===== src/rtl/gen_reg_bank.sv =====
// Sixteen-entry register bank with two handshaked write ports (A has priority on
// same-address collisions) and a program counter with load/increment.
//
// State of each write port FSM:
//   state   | meaning
//   WP_IDLE | ready; commits a granted request at the next edge
//   WP_ACK  | write committed last edge; ack high, request ignored
module gen_reg_bank #(
   parameter int unsigned              PA_DATA_WIDTH = 32,
   parameter logic [PA_DATA_WIDTH-1:0] PA_PC_RESET   = '0,
   parameter int unsigned              PA_PC_STEP    = 4
) (
   input  logic                     clk,
   input  logic                     rst_b,
   input  logic                     wa_req,
   input  logic [3:0]               wa_addr,
   input  logic [PA_DATA_WIDTH-1:0] wa_data,
   output logic                     wa_ack,
   input  logic                     wb_req,
   input  logic [3:0]               wb_addr,
   input  logic [PA_DATA_WIDTH-1:0] wb_data,
   output logic                     wb_ack,
   input  logic                     pc_load,
   input  logic [PA_DATA_WIDTH-1:0] pc_load_val,
   input  logic                     pc_inc,
   output logic [PA_DATA_WIDTH-1:0] reg0,
   output logic [PA_DATA_WIDTH-1:0] reg1,
   output logic [PA_DATA_WIDTH-1:0] reg2,
   output logic [PA_DATA_WIDTH-1:0] reg3,
   output logic [PA_DATA_WIDTH-1:0] reg4,
   output logic [PA_DATA_WIDTH-1:0] reg5,
   output logic [PA_DATA_WIDTH-1:0] reg6,
   output logic [PA_DATA_WIDTH-1:0] reg7,
   output logic [PA_DATA_WIDTH-1:0] reg8,
   output logic [PA_DATA_WIDTH-1:0] reg9,
   output logic [PA_DATA_WIDTH-1:0] reg10,
   output logic [PA_DATA_WIDTH-1:0] reg11,
   output logic [PA_DATA_WIDTH-1:0] reg12,
   output logic [PA_DATA_WIDTH-1:0] reg13,
   output logic [PA_DATA_WIDTH-1:0] reg14,
   output logic [PA_DATA_WIDTH-1:0] reg15,
   output logic [PA_DATA_WIDTH-1:0] pc
);

   typedef enum logic {
      WP_IDLE = 1'b0,
      WP_ACK  = 1'b1
   } wp_state_e;

   wp_state_e                 wa_state_q, wa_state_d;
   wp_state_e                 wb_state_q, wb_state_d;
   logic                      wa_grant, wb_grant;
   logic [PA_DATA_WIDTH-1:0]  rf_q [16];
   logic [PA_DATA_WIDTH-1:0]  rf_d [16];
   logic [PA_DATA_WIDTH-1:0]  pc_q, pc_d;

   always_comb begin
      wa_grant   = 1'b0;
      wb_grant   = 1'b0;
      wa_state_d = WP_IDLE;
      wb_state_d = WP_IDLE;
      wa_grant = (wa_state_q == WP_IDLE) && wa_req;
      // B yields only when A commits to the same register this edge.
      wb_grant = (wb_state_q == WP_IDLE) && wb_req &&
                 !(wa_grant && (wa_addr == wb_addr));
      if (wa_grant) wa_state_d = WP_ACK;
      if (wb_grant) wb_state_d = WP_ACK;
   end

   always_comb begin
      rf_d = rf_q;
      if (wa_grant) rf_d[wa_addr] = wa_data;
      if (wb_grant) rf_d[wb_addr] = wb_data;
   end

   always_comb begin
      pc_d = pc_q;
      if (pc_load)     pc_d = pc_load_val;
      else if (pc_inc) pc_d = pc_q + PA_DATA_WIDTH'(PA_PC_STEP);
   end

   always_ff @(posedge clk) begin
      if (rst_b) begin
         wa_state_q <= WP_IDLE;
         wb_state_q <= WP_IDLE;
         rf_q       <= '{default: '0};
         pc_q       <= PA_PC_RESET;
      end else begin
         wa_state_q <= wa_state_d;
         wb_state_q <= wb_state_d;
         rf_q       <= rf_d;
         pc_q       <= pc_d;
      end
   end

   assign wa_ack = (wa_state_q == WP_ACK);
   assign wb_ack = (wb_state_q == WP_ACK);
   assign pc     = pc_q;

   assign reg0  = rf_q[0];
   assign reg1  = rf_q[1];
   assign reg2  = rf_q[2];
   assign reg3  = rf_q[3];
   assign reg4  = rf_q[4];
   assign reg5  = rf_q[5];
   assign reg6  = rf_q[6];
   assign reg7  = rf_q[7];
   assign reg8  = rf_q[8];
   assign reg9  = rf_q[9];
   assign reg10 = rf_q[10];
   assign reg11 = rf_q[11];
   assign reg12 = rf_q[12];
   assign reg13 = rf_q[13];
   assign reg14 = rf_q[14];
   assign reg15 = rf_q[15];

endmodule


===== config.mk =====
export PLATFORM = sky130hd
export DESIGN_NAME = gen_reg_bank
export DESIGN_NICKNAME = d
export VERILOG_FILES = /design/src/rtl/gen_reg_bank.sv
export SDC_FILE = /design/constraint.sdc
export NUM_CORES = 1
export LEC_CHECK = 0
export BUFFER_PORTS_ARGS = -buffer_cell sky130_fd_sc_hd__buf_2
export CAP_MARGIN = 20
export CORE_MARGIN = 1
export CORE_UTILIZATION = 40
export DETAILED_ROUTE_END_ITERATION = 10
export SYNTH_ARGS = -nofsm -noshare
export SYNTH_HDL_FRONTEND = slang
export SYNTH_SLANG_ARGS = --single-unit

===== constraint.sdc =====
create_clock -name clk -period 2 [get_ports clk]
set_clock_uncertainty 0.05 [all_clocks]
set_input_delay 0.1 -clock clk [delete_from_list [all_inputs] [get_ports clk]]
set_output_delay 0.1 -clock clk [all_outputs]
set_load 0.01 [all_outputs]

==> flow_summary.toml <==
[cells_and_area]
postLayoutCellArea_um2 = 37000
drive_above_1_share_pct = 25.4
area_growth_pct = 26.9
nets = 3953
final_cells = 4847
final_util_pct = 51.5

[cts]
path_clk_slew_ns = 0.06
max-clock-path-buffers = 3
clock-sinks = 546
ctsRootBufferMaster = "clkbuf_16"
worstSkewPairLatency_ns = 0.62
cts_tree = "built"
cts_inserted_buffers = 66
htreeDepth = 3

[power]
p_leak_nw = 17.4
totalPowerFinal_mw = 27.2
vdd_drop_max_v = 0.000513
p_sw_mw = 7.63
power.density_nw_per_um2 = 735
combinationalPowerShare_pct = 12.8
internal_power_mw = 19.5
p_clk_share_pct = 45.4
seq_power_share_pct = 41.8
swShare_pct = 28.1

[synthesis]
syn-num-nets = 3455
synth-seq-area-share_pct = 37.5
synth_top_area_share_pct = 37.5
yosysTopAreaCell = "dfxtp_1"
synth_area_per_cell_um2 = 8.71
synth_area_leaders = "dfxtp_1, mux2i_1, a21o_1"
synthesis.area_um2 = 29100
synth.distinct_cells = 51
synthCells = 3344
synth_flop_cell = "dfxtp_1"
synthMostInstantiatedCell = "dfxtp_1"
synthTopCellsByCount = "dfxtp_1, nand3_1, mux2i_1"
synth-edff-count = 0
yosys_warnings = 0
async_flop_share_pct = 0
ys_ff_latch = 546

[critical_path]
worst-setup-path-type = "flop to flop"
crit_path_max_incr_delay_ns = 0.57
cp_max_fo = 4
regToRegSetupSlack_ns = 0.1
crit_buf_inv = 2
slowest_stage = "dlygate4sd3_1"
reg2regPathDepth = 6
critPathArrivalTime_ns = 2.42
cp_cell_sequence = "and4_1 > buf_4 > nand4_1 > xor2_1 > a211oi_1 > dlygate4sd3_1"
startpoint = "pc[7]"
crit_family = "buffers and inverters"
crit_path_start_kind = "flop"
r2r_start = "pc[7]"
end_kind = "flop"
worst_ep_required_time_ns = 2.52
rr_endpoint = "pc[11]"

[sta]
relSlewSlack_pct = 46.9
tightest_slew_ns = 0.795
max_freq_mhz = 525
fin_tns_setup_ns = 0
hold_viol = 1
hold_slack_ns = -0.00800
layout_min_cycle_time_ns = 1.90
rsz0062_at_grt = "yes"
maxSlewViolCount = 0
setup_viol_count_final = 0
fin_crit_sh_pct = 95.2
timing.final.ws_setup_ns = 0.0956

[hold_path]
hold_path_class = "input pin to flop"
whs_path_depth = 2
whs_endpoint = "pc[10]"
min_from = "rst_b"

[run_status]
violations = "hold timing"
outcome = "complete, but fails checks"

[route]
vias_per_cell = 6.05
vias = 29300
wl_per_cell_um = 26.1
dr.pass1.iters = 5
finalWirelength_um = 126000
drc_errors = 0
antenna_left = 0
drt_iter0_drc = 2933

[global_route]
grt_pass1_wl_um = 184000
antenna_found_initial = 7
grt_use_total_pct = 32.6
grt_overflow = 0
grt_pass1_vias = 27300
grt_max_degree = 98

[floorplan]
start_util_pct = 40.6
row_count = 98
core_um2 = 71700
die_h_um = 272
top_level_ports = 656
dieWidth_um = 272
die_area_um2 = 73900

[job]
cap_violations = 0

[place]
postPlaceCellArea_um2 = 34000
place_congestion = 0.851
port_buffers = 655
dp_cells = 4645
pre_cts_ws_ns = 0.0905
hpwlAfterDp_um = 81300
## worst reg2reg max path: cells and delay by family, from the launching register on
| family | cells | cell delay (ns) |
|---|---|---|
| flops | 1 | 0.36 |
| xor+xnor | 1 | 0.15 |
| compound gates | 1 | 0.22 |
| simple gates | 2 | 0.37 |
| buf+inv | 2 | 0.71 |
## layer usage
metal | global-route usage (%) | wire, um | share of wire [%] | vias up
li1 | - | - | - | 13000
met1 | 40.5 | 50000 | 40 | 14500
met2 | 53.8 | 60200 | 48 | 1442
met3 | 5.70 | 9310 | 7.4 | 341
met4 | 17.3 | 6870 | 5.4 | 2
met5 | 0 | 14 | 0.011 | -
## state kept, by name (all words and copies together) (netlist names)
| name | count |
|---|---|
| reg13 | 32 |
| reg3 | 32 |
| reg0 | 32 |
| reg4 | 32 |
| pc | 32 |
| wb_ack | 1 |
| reg7 | 32 |
| reg9 | 32 |
| reg2 | 32 |
| wa_ack | 1 |
| reg14 | 32 |
| reg5 | 32 |
| reg6 | 32 |
| reg10 | 32 |
| reg11 | 32 |
| reg8 | 32 |
| reg15 | 32 |
| reg1 | 32 |
| reg12 | 32 |
## cells in the final DEF (no fill, tap or decap), drive strengths merged, types with 2 or more instances in the layout
| master | n |
|---|---|
| a211oi | 10 |
| a21o | 512 |
| a21oi | 5 |
| a311oi | 11 |
| a31oi | 2 |
| and3 | 5 |
| and4 | 5 |
| and4bb | 2 |
| buf | 842 |
| bufinv | 5 |
| clkbuf | 96 |
| clkinv | 13 |
| dfxtp | 546 |
| diode | 6 |
| dlygate4sd3 | 78 |
| inv | 9 |
| mux2i | 515 |
| nand2 | 16 |
| nand2b | 37 |
| nand3 | 525 |
| nand4 | 15 |
| nand4bb | 2 |
| nor2 | 34 |
| nor2b | 4 |
| nor3 | 5 |
| nor3b | 5 |
| nor4 | 4 |
| o2111ai | 6 |
| o211ai | 9 |
| o21ai | 519 |
| o21bai | 4 |
| o31ai | 11 |
| or3 | 6 |
| or4 | 9 |
| xnor2 | 7 |
| xor2 | 9 |
## worst max path at each step
| stage | endpoint | cells after the start |
|---|---|---|
| 5_1_grt | reg8[1] | 6 |
| 3_5_place_dp | reg8[31] | 7 |
| 4_1_cts | pc[11] | 6 |
| 3_3_place_gp | reg8[31] | 7 |
| 2_1_floorplan | pc[22] | 6 |
| 6_report | pc[11] | 6 |
## cell families (layout without fill, tap and decap cells)
group	after synthesis	count (layout)	share of synthesized area, %
and+or+nand+nor	680	680	12.2
other	0	6	0
muxes	515	515	17.7
DFF	546	546	37.5
AOI/OAI and AO/OA	1090	1090	24.2
xor gates and xnor gates	16	16	0.559
buffers and inverters	496	1043	7.70
adders and majority gates	1	1	0.0430
## power by group through the flow
stage	Sequential [mW]	Combinational [mW]	Clock [mW]
after global placement	11.6	3.29	0
after global routing	11.4	3.63	12.9
final	11.3	3.48	12.3
after floorplan	11.7	1.64	0
after detailed placement	11.6	3.30	0
after CTS	11.3	3.43	12.4
## cell type report
cell class / count / area [um^2]
fillers: 6798 / 34800
multi-input cells: 2302 / 16100
flip-flops and latches: 546 / 10900
repair buffers: 921 / 6510
clock buffers: 95 / 1870
well taps: 950 / 1190
clock inverters: 22 / 290
inverters: 5 / 18.8
diodes: 6 / 15.0
## timing repair
item | 4_1_cts | 5_1_grt
setup endpoints to repair | 0 | 14
hold endpoints to repair | 500 | 0
hold buffers | 79 | 0
buffers inserted | 0 | 0
gates resized for setup | 0 | 6
(Power assumes the default switching activity.)
